<file path="config.mk">
export PLATFORM = sky130hd
export DESIGN_NAME = serial_subtractor
export DESIGN_NICKNAME = d
export VERILOG_FILES = /design/src/rtl/serial_subtractor.sv
export SDC_FILE = /design/constraint.sdc
export NUM_CORES = 1
export LEC_CHECK = 0
export CORE_UTILIZATION = 55
export DETAILED_ROUTE_END_ITERATION = 10
export PLACE_DENSITY = 0.92
export SYNTH_ARGS = -nofsm -noshare
export SYNTH_HDL_FRONTEND = slang
export SYNTH_SLANG_ARGS = --single-unit
</file>
<file path="constraint.sdc">
create_clock -name clk -period 3.8 [get_ports clk]
set_clock_uncertainty 0.05 [all_clocks]
set_input_delay 0.76 -clock clk [delete_from_list [all_inputs] [get_ports clk]]
set_output_delay 0.76 -clock clk [all_outputs]
set_load 0.05 [all_outputs]
</file>
<file path="src/rtl/serial_subtractor.sv">
// serial_subtractor
//   Bit-serial WIDTH-bit unsigned subtractor. Computes diff = a - b one bit
//   per clock, LSB first, with a single full-subtractor cell and a borrow
//   flip-flop, behind a start/done handshake.
//
// Ports
//   clk     rising-edge clock
//   resetn  synchronous active-low reset
//   start   begin a subtraction (only honoured while idle)
//   a, b    minuend / subtrahend, captured on the accepting edge
//   busy    high while a subtraction is in progress
//   done    one-cycle pulse; diff/borrow valid from this cycle
//   diff    a - b modulo 2^WIDTH, held until the next completion
//   borrow  final borrow out (1 when a < b), held with diff

module serial_subtractor #(
    parameter int unsigned WIDTH = 8
) (
    input  logic             clk,
    input  logic             resetn,
    input  logic             start,
    input  logic [WIDTH-1:0] a,
    input  logic [WIDTH-1:0] b,
    output logic             busy,
    output logic             done,
    output logic [WIDTH-1:0] diff,
    output logic             borrow
);

    localparam int unsigned CW = (WIDTH > 1) ? $clog2(WIDTH) : 1;
    localparam logic [CW-1:0] LAST = CW'(WIDTH - 1);

    localparam logic [0:0] IDLE  = 1'b0;
    localparam logic [0:0] SHIFT = 1'b1;

    logic [0:0]       state;
    logic [WIDTH-1:0] sa;
    logic [WIDTH-1:0] sb;
    logic [WIDTH-1:0] sd;
    logic             borrow_ff;
    logic [CW-1:0]    count;

    // Full-subtractor cell on the current LSBs.
    logic x, y, d, br_next;

    always_comb begin
        x       = sa[0];
        y       = sb[0];
        d       = x ^ y ^ borrow_ff;
        br_next = (~x & y) | (~(x ^ y) & borrow_ff);
    end

    always_ff @(posedge clk) begin
        if (!resetn) begin
            state     <= IDLE;
            busy      <= 1'b0;
            done      <= 1'b0;
            diff      <= '0;
            borrow    <= 1'b0;
            sa        <= '0;
            sb        <= '0;
            sd        <= '0;
            borrow_ff <= 1'b0;
            count     <= '0;
        end else begin
            done <= 1'b0;
            case (state)
                IDLE: begin
                    if (start) begin
                        sa        <= a;
                        sb        <= b;
                        sd        <= '0;
                        borrow_ff <= 1'b0;
                        count     <= '0;
                        busy      <= 1'b1;
                        state     <= SHIFT;
                    end
                end
                SHIFT: begin
                    sa        <= sa >> 1;
                    sb        <= sb >> 1;
                    sd        <= {d, sd[WIDTH-1:1]};
                    borrow_ff <= br_next;
                    count     <= count + 1'b1;
                    // Final bit: publish the result directly, including the
                    // bit being computed this edge.
                    if (count == LAST) begin
                        diff   <= {d, sd[WIDTH-1:1]};
                        borrow <= br_next;
                        done   <= 1'b1;
                        busy   <= 1'b0;
                        state  <= IDLE;
                    end
                end
                default: begin
                    state <= IDLE;
                    busy  <= 1'b0;
                end
            endcase
        end
    end

endmodule

</file>
# Word level (Yosys, flattened, before mapping)
# Index checks and enable logic that the tools add are counted.
# word_totals
elab_cells	42
inputBits	19
ff_bits	40
output_inout_bits	11
# classes
bitwise_logic	8
reduce_logical	3
muxes	17
addsub	1
eq_ne	3
# op_table
cell	count
$pmux W8 S2	3
$mux W8	3
$mux W1	6
$pmux W1 S2	3
$pmux W3 S2	1
$reduce_and A2 Y1	3
$add A3 B1 Y3 const B	1
$eq A3 B3 Y1 const B	1
$mux W3	1
$not A1 Y1	3
$and A1 B1 Y1	2
$ne A2 B1 Y1 const B	1
$ne A2 B2 Y1 const B	1
$xor A1 B1 Y1	2
$or A1 B1 Y1	1

# Depth between registers and ports, before layout
# Gate-level depths: netlist (run 1).
# depth
ltp_word	5
ltp_mapped	6
ltp_nobuf	4

# Worst setup path before layout (run 1)
# OpenSTA, ideal clock, no wires.
# synth_path
path_type	input-to-reg
startpoint	input start
endpoint	register borrow_ff
slack_ns	2.217
arrival_ns	1.462
required_time_ns	3.680
path_stages	4
setup_ns	0.070
n_path_buf	2
cell_sequence	buf_6 -> buf_6 -> or3b_1 -> a21oi_1
# synth_between
elab_chain_cells	1
# synth_rtl
element	line	rtl
start, declared	21	input logic start,
$ne A2 B2 Y1 (no source line)	--	
end signal, assigned	83	borrow_ff <= br_next;
end, declared	40	logic borrow_ff;
# Every way passes these cells.
# A chain may end at the register's enable or synchronous reset.

# Final worst setup path (run 1)
# layout_path
startpoint	register busy
endpoint	output busy
# layout_lines
element	line	rtl
start, declared	24	output logic busy,
start signal, assigned	56	busy <= 1'b0;
start signal, assigned	75	busy <= 1'b1;
start signal, assigned	91	busy <= 1'b0;
# No word-level cell between the ends.

==> results of run 1 <==
## where the power goes
group	total [uW]	switching (uW)	internal [uW]
sequential	443	14.2	428
combinational	95.9	47.1	48.8
clock	290	134	155
## state kept, by name (all words and copies together) (netlist names)
name / flops
sb: 8
busy: 1
count: 3
done: 1
borrow: 1
state: 1
sd: 7
diff: 8
borrow_ff: 1
sa: 8
## cell type report
class,instances,area (sq um)
timing repair buffer,32,313
multi-input combinational,116,836
tap,31,38.8
fill,207,783
inverter,4,15.0
clock buffer,6,51.3
sequential,39,781
clock inverter,2,35.0
## layer usage
| layer | track usage | wire, um |
|---|---|---|
| met5 | 0 | 0 |
| met3 | 0.0625 | 128 |
| met4 | 0.0782 | 46 |
| met2 | 0.322 | 1460 |
| met1 | 0.227 | 1380 |
## logic make-up after synthesis
kind of cell / share of synthesized area
buffers and inverters: 0.0583
multiplexers: 0.0933
adder cells (fa/ha/maj): 0.0335
AO/OA/AOI/OAI: 0.183
AND/OR/NAND/NOR: 0.177
flip-flops: 0.455
## stage by stage
stage	total power (uW)	area, sq um	setup slack, ps	instances
4_1_cts	834	2070	1480	230
5_1_grt	860	2070	1440	230
3_3_place_gp	542	1980	1750	222
6_report	828	2070	1490	230
2_1_floorplan	516	1720	2220	174
3_5_place_dp	547	1980	1700	222
## final timing paths
check | start | to | slack, ps | depth (start not counted)
setup reg to reg | state$_SDFF_PN0_ | sb[0]$_SDFFE_PN0P_ | 1910 | 3
hold reg to reg | sd[1]$_SDFFE_PN0P_ | diff[0]$_SDFFE_PN0P_ | 430 | 2
setup / recovery | busy$_SDFFE_PN0P_ | busy | 1490 | 1
hold / removal | sd[1]$_SDFFE_PN0P_ | diff[0]$_SDFFE_PN0P_ | 430 | 2
## placed cells by master, fill, tap and decap left out, types with 2 or more instances in the layout
cell / n
mux2i_1: 16
clkbuf_4: 5
inv_1: 3
a211oi_1: 14
a21bo_2: 9
ha_1: 3
nor2b_1: 14
clkdlybuf4s50_1: 29
nand2_1: 9
dfxtp_1: 39
buf_4: 3
nor2_1: 2
or3b_1: 11
nand3_1: 8
nand2b_1: 4
a21oi_1: 22
==> metrics.md, run 1 <==
| Metric | Value |
|---|---|
| Total GRT Usage | 0.192 |
| Final nets | 221 |
| Maximum clock rate | 0.433 GHz |
| Tightest Pin Transition | 653 ps |
| Slowest cell on crit path | clkdlybuf4s50_1 |
| Rows | 19 |
| Slew Limit Fails | 0 |
| Crit path required time | 2990 ps |
| Slew headroom | 0.564 |
| Die height | 57.9 um |
| CP peak stage delay | 800 ps |
| HP Class | flip-flop to flip-flop |
| Final WL | 3010 um |
| CTS max path bufs | 2 |
| RSZ-0062 raised after global routing | no |
| Worst path cell trace | clkdlybuf4s50_1 |
| Postcts setup bufs | 0 |
| Yosys reg bits | 39 |
| Final ANT Viol Nets | 0 |
| Antenna diodes | 0 |
| Util after Layout | 0.725 |
| CP delay by family, top | buffers and inverters |
| Avg Inst Size Synth | 9.87 sq um |
| H-tree levels | 2 |
| Yosys top cell by area | dfxtp_1 |
| Sequential share of the synthesized area | 0.455 |
| Max-cap viol count | 0 |
| Routed len/inst | 13.1 um |
| TritonRoute pass-1 iters | 7 |
| Final period util | 0.608 |
| PD cells | 400 mW/mm^2 |
| Ys async rst share | 0 |
| Layout cells sized above 1 | 0.101 |
| Die X | 57.9 um |
| Worst-path clk slew | 120 ps |
| First-pass GRT wire length | 4950 um |
| Clk_lat worst skew | 350 ps |
| Antenna violations before repair | 0 |
| Cts hold-fix bufs | 0 |
| Top post-synthesis cells by area | dfxtp_1 45%, mux2i_1 9.3%, a21oi_1 6.4%, a211oi_1 6.1%, or3b_1 5.6% |
| Crit Path Category | flip-flop to output pin |
| Core area | 0.00285 sq mm |
| CTS tree | done |
| Port Buffers | 29 |
| Lkg Pwr | 0.000790 uW |
| Top cell type's share of synthesized area | 0.455 |
| Clock root buffer | clkbuf_4 |
| Top-count cell post-synth | dfxtp_1 |
| GPL Wtd Cong | 0.682 |
| CP Launch Type | flip-flop |
| Area Growth Syn to Fin | 20.6% |
| Via/cell ratio | 5.70 |
| Failing checks | DRC |
| HPWL after detailed placement | 1950 um |
| Vias in the first global route | 1196 |
| Die area | 0.00335 sq mm |
| EDFF count, synth | 0 |
| Crit path DAT | 1500 ps |
| Final hold vios | 0 |
| Synth Flop Type | dfxtp_1 |
| Setup crit end kind | output pin |
| Crit-path max FO | 2 |
| IO Count | 30 |
| Resize count post-CTS | 0 |
| Post-layout min period | 2310 ps |
| Netlist cell types | 22 |
| Detailed-route DRC error count | 3 |
| Synth Warn # | 0 |
| TNS Setup | 0 ps |
| Finish-stage setup viols | 0 |
| Worst path bufs/invs | 1 |
| Largest net degree at the start of global routing | 43 |
| Hold_ws | 427 ps |
| 1st-iter DRT viols | 39 |
| Status | finished with violations |
| Initial Utilization | 0.602 |
| CTS Buf Count | 5 |
| Peak supply drop | 0.000307 V |
| Gr ovfl total | 0 |
| Mapped Area | 0.00172 sq mm |
| Mapped Cells | 174 |
| CTS sink cnt | 39 |
| Syn Nets | 197 |
| Via Count | 1310 |
| Commonest cells post-synth | 39 x dfxtp_1, 22 x a21oi_1, 16 x mux2i_1, 14 x a211oi_1, 14 x nor2b_1 |
No activity file was read; power rests on OpenSTA's default activity.
==> run 2, diff against run 1 <==
--- a/config.mk
+++ b/config.mk
@@ -5,9 +5,9 @@
 export SDC_FILE = /design/constraint.sdc
 export NUM_CORES = 1
 export LEC_CHECK = 0
-export CORE_UTILIZATION = 55
+export CORE_UTILIZATION = 51
 export DETAILED_ROUTE_END_ITERATION = 10
-export PLACE_DENSITY = 0.92
+export PLACE_DENSITY = 0.87
 export SYNTH_ARGS = -nofsm -noshare
 export SYNTH_HDL_FRONTEND = slang
 export SYNTH_SLANG_ARGS = --single-unit
==> constraint.sdc (replaced) <==
create_clock -name clk -period 2.4 [get_ports clk]
set_clock_uncertainty 0.05 [all_clocks]
set_input_delay 0.48 -clock clk [delete_from_list [all_inputs] [get_ports clk]]
set_output_delay 0.48 -clock clk [all_outputs]
set_load 0.05 [all_outputs]
==> run 2 against run 1 <==
  * The run now ends clean
  * Register-to-register slack lost 1100 ps
  * Setup slack got worse by 1100 ps
  * Critical path type unchanged
  * Final area is 0.79% higher
  * Cell count up 5.7%
  * Core utilization shrank 5.9 points
  * Global-route usage shrank 0.33 points
  * Combinational power rose by 66%
  * Worst hold slack worse by 6.6 ps
  * Largest power group unchanged
  * Die area up 7.6%
  * Total power increased by 59%
  * Routed wire length rose by 0.93%
  * Sequential power rose by 57%
==> metrics.md, run 2 (synthesis gave the netlist of run 1 again) <==
| Metric | Value |
|---|---|
| Status | complete, no violations (was finished with violations) |
| Vias in the first global route | 1162 (was 1196) |
| Slowest cell on crit path | clkdlybuf4s50_1 (unchanged) |
| Core area | 0.00313 sq mm (was 0.00285 sq mm) |
| Placed cell area | 0.00200 sq mm (was 0.00198 sq mm) |
| Clock root buffer | clkbuf_4 (unchanged) |
| RR Startpoint | count[0]$_SDFFE_PN0P_ (was state$_SDFF_PN0_) |
| HPWL after detailed placement | 2010 um (was 1950 um) |
| Fin cells | 243 (was 230) |
| CTS sink cnt | 39 (unchanged) |
| RSZ-0062 raised after global routing | no (unchanged) |
| Port Buffers | 29 (unchanged) |
| Tightest Pin Transition | 627 ps (was 653 ps) |
| Area Growth Syn to Fin | 21.5% (was 20.6%) |
| Die X | 60.0 um (was 57.9 um) |
| Die area | 0.00360 sq mm (was 0.00335 sq mm) |
| Gr ovfl total | 0 (unchanged) |
| Setup crit end kind | output pin (unchanged) |
| IO Count | 30 (unchanged) |
| Via/cell ratio | 5.25 (was 5.70) |
| Worst-path clk slew | 110 ps (was 120 ps) |
| CP Launch Type | flip-flop (unchanged) |
| Clk_lat worst skew | 350 ps (about the same) |
| CTS max path bufs | 2 (unchanged) |
| Final period util | 0.844 |
| Logic pwr share | 0.121 (was 0.116) |
| Worst path cell trace | clkdlybuf4s50_1 (unchanged) |
| Max-cap viol count | 0 (unchanged) |
| Total GRT Usage | 0.189 (was 0.192) |
| CP peak stage delay | 800 ps (about the same) |
| Antenna diodes | 0 (unchanged) |
| TNS Setup | 0 ps (unchanged) |
| Final WL | 3040 um (was 3010 um) |
| HP Class | flip-flop to flip-flop (unchanged) |
| Slew headroom | 0.582 (was 0.564) |
| CP startpoint | borrow$_SDFFE_PN0P_ (was busy$_SDFFE_PN0P_) |
| Routed len/inst | 12.5 um (was 13.1 um) |
| Most common cell after layout, fill and taps aside | dfxtp_1 (unchanged) |
| Psw | 313 uW (was 196 uW) |
| Layout cells sized above 1 | 0.101 (unchanged) |
| Crit path DAT | 1500 ps (about the same) |
| Number of fill cells | 262 (was 207) |
| 1st-iter DRT viols | 57 (was 39) |
| Crit path required time | 1870 ps (was 2990 ps) |
| Reg2reg setup slack | 770 ps (was 1910 ps) |
| Slew Limit Fails | 0 (unchanged) |
| Initial Utilization | 0.549 (was 0.602) |
| Util after Layout | 0.667 (was 0.725) |
| Final ANT Viol Nets | 0 (unchanged) |
| Maximum clock rate | 0.493 GHz |
| Largest net degree at the start of global routing | 61 (was 43) |
| Register area | 781 sq um (unchanged) |
| CP Capture Point | borrow (was busy) |
| Final nets | 221 (unchanged) |
| Crit-path max FO | 2 (unchanged) |
| CTS tree | done (unchanged) |
| Cts hold-fix bufs | 0 (unchanged) |
| Lkg Pwr | 0.000790 uW (unchanged) |
| Most frequent cells in the layout | 39 x dfxtp_1, 29 x clkdlybuf4s50_1, 22 x a21oi_1 (unchanged) |
| Detailed-route DRC error count | 0 (was 3) |
| Worst r2r path cells | 4 (was 3) |
| Crit Path Category | flip-flop to output pin (unchanged) |
| R2R Path End | borrow$_SDFFE_PN0P_ (was sb[0]$_SDFFE_PN0P_) |
| Resize count post-CTS | 0 (unchanged) |
| Biggest regs | diff: 8 flops, sa: 8 flops, sb: 8 flops (unchanged) |
| Area taken by multi-input logic gates | 836 sq um (unchanged) |
| CTS Buf Count | 5 (unchanged) |
| WP depth | 1 (unchanged) |
| H-tree levels | 2 (unchanged) |
| Peak supply drop | 0.000356 V (was 0.000307 V) |
| Hold_sp | sd[1]$_SDFFE_PN0P_ (unchanged) |
| Finish-stage setup viols | 0 (unchanged) |
| Sequential power share | 0.528 (was 0.534) |
| Post-layout min period | 2030 ps |
| PD cells | 630 mW/mm^2 (was 400 mW/mm^2) |
| First-pass GRT wire length | 4970 um (was 4950 um) |
| Antenna violations before repair | 0 (unchanged) |
| GPL Wtd Cong | 0.683 (was 0.682) |
| CP delay by family, top | buffers and inverters (unchanged) |
| Internal power | 1000 uW (was 633 uW) |
| Switching Share | 0.238 (was 0.236) |
| Placed Cells | 235 (was 222) |
| TritonRoute pass-1 iters | 4 (was 7) |
| Postcts setup bufs | 0 (unchanged) |
| Final Cell Area | 0.00209 sq mm (was 0.00207 sq mm) |
| Rows | 20 (was 19) |
| Worst path bufs/invs | 1 (unchanged) |
| Via Count | 1276 (was 1310) |
| Share of total power in the clock network | 0.351 (was 0.350) |
| Final hold vios | 0 (unchanged) |
| Die height | 60.0 um (was 57.9 um) |
-- run 2: cell counts in the layout (fill, tap and decap cells not counted) --
Identical to the previous run, type by type.
-- run 2: per-layer routing --
layer  vias to the layer above  part of all wire  GRT usage
li1                        661                 -          -
met1                       581              0.47      0.226
met2                        29              0.48      0.316
met3                         5             0.042     0.0519
met4                         0             0.016     0.0797
met5                         -                 0          0
-- run 2: layout make-up --
class / instances / share of cell area
well taps: 44 / 0.0264
multi-input cells: 116 / 0.401
inverters: 4 / 0.00720
clock inverters: 2 / 0.0168
flip-flops and latches: 39 / 0.374
repair buffers: 32 / 0.150
clock buffers: 6 / 0.0246
-- run 2: worst min-delay path by stage --
stage                                 endpoint  slack [ps]  cells after the start
after floorplan           diff[0]$_SDFFE_PN0P_         390                      2
after global placement      sd[1]$_SDFFE_PN0P_         400                      2
after global routing        sd[5]$_SDFFE_PN0P_         440                      2
after detailed placement  diff[0]$_SDFFE_PN0P_         400                      2
final                     diff[0]$_SDFFE_PN0P_         420                      2
after CTS                 diff[0]$_SDFFE_PN0P_         420                      2
-- run 2: through the flow --
stage          power, uW  worst slack [ps]  hold WS [ps]
3_3_place_gp         858               633           402
6_report            1310               373           421
4_1_cts             1320               365           423
2_1_floorplan        817              1000           388
5_1_grt             1370               330           444
3_5_place_dp         868               526           404
-- run 2: power by group through the flow --
stage	Sequential [uW]	Combinational, uW	Clock (uW)
after floorplan	711	106	0
after global placement	708	150	0
after detailed placement	710	159	0
after CTS	695	160	466
after global routing	699	175	495
final	695	159	461
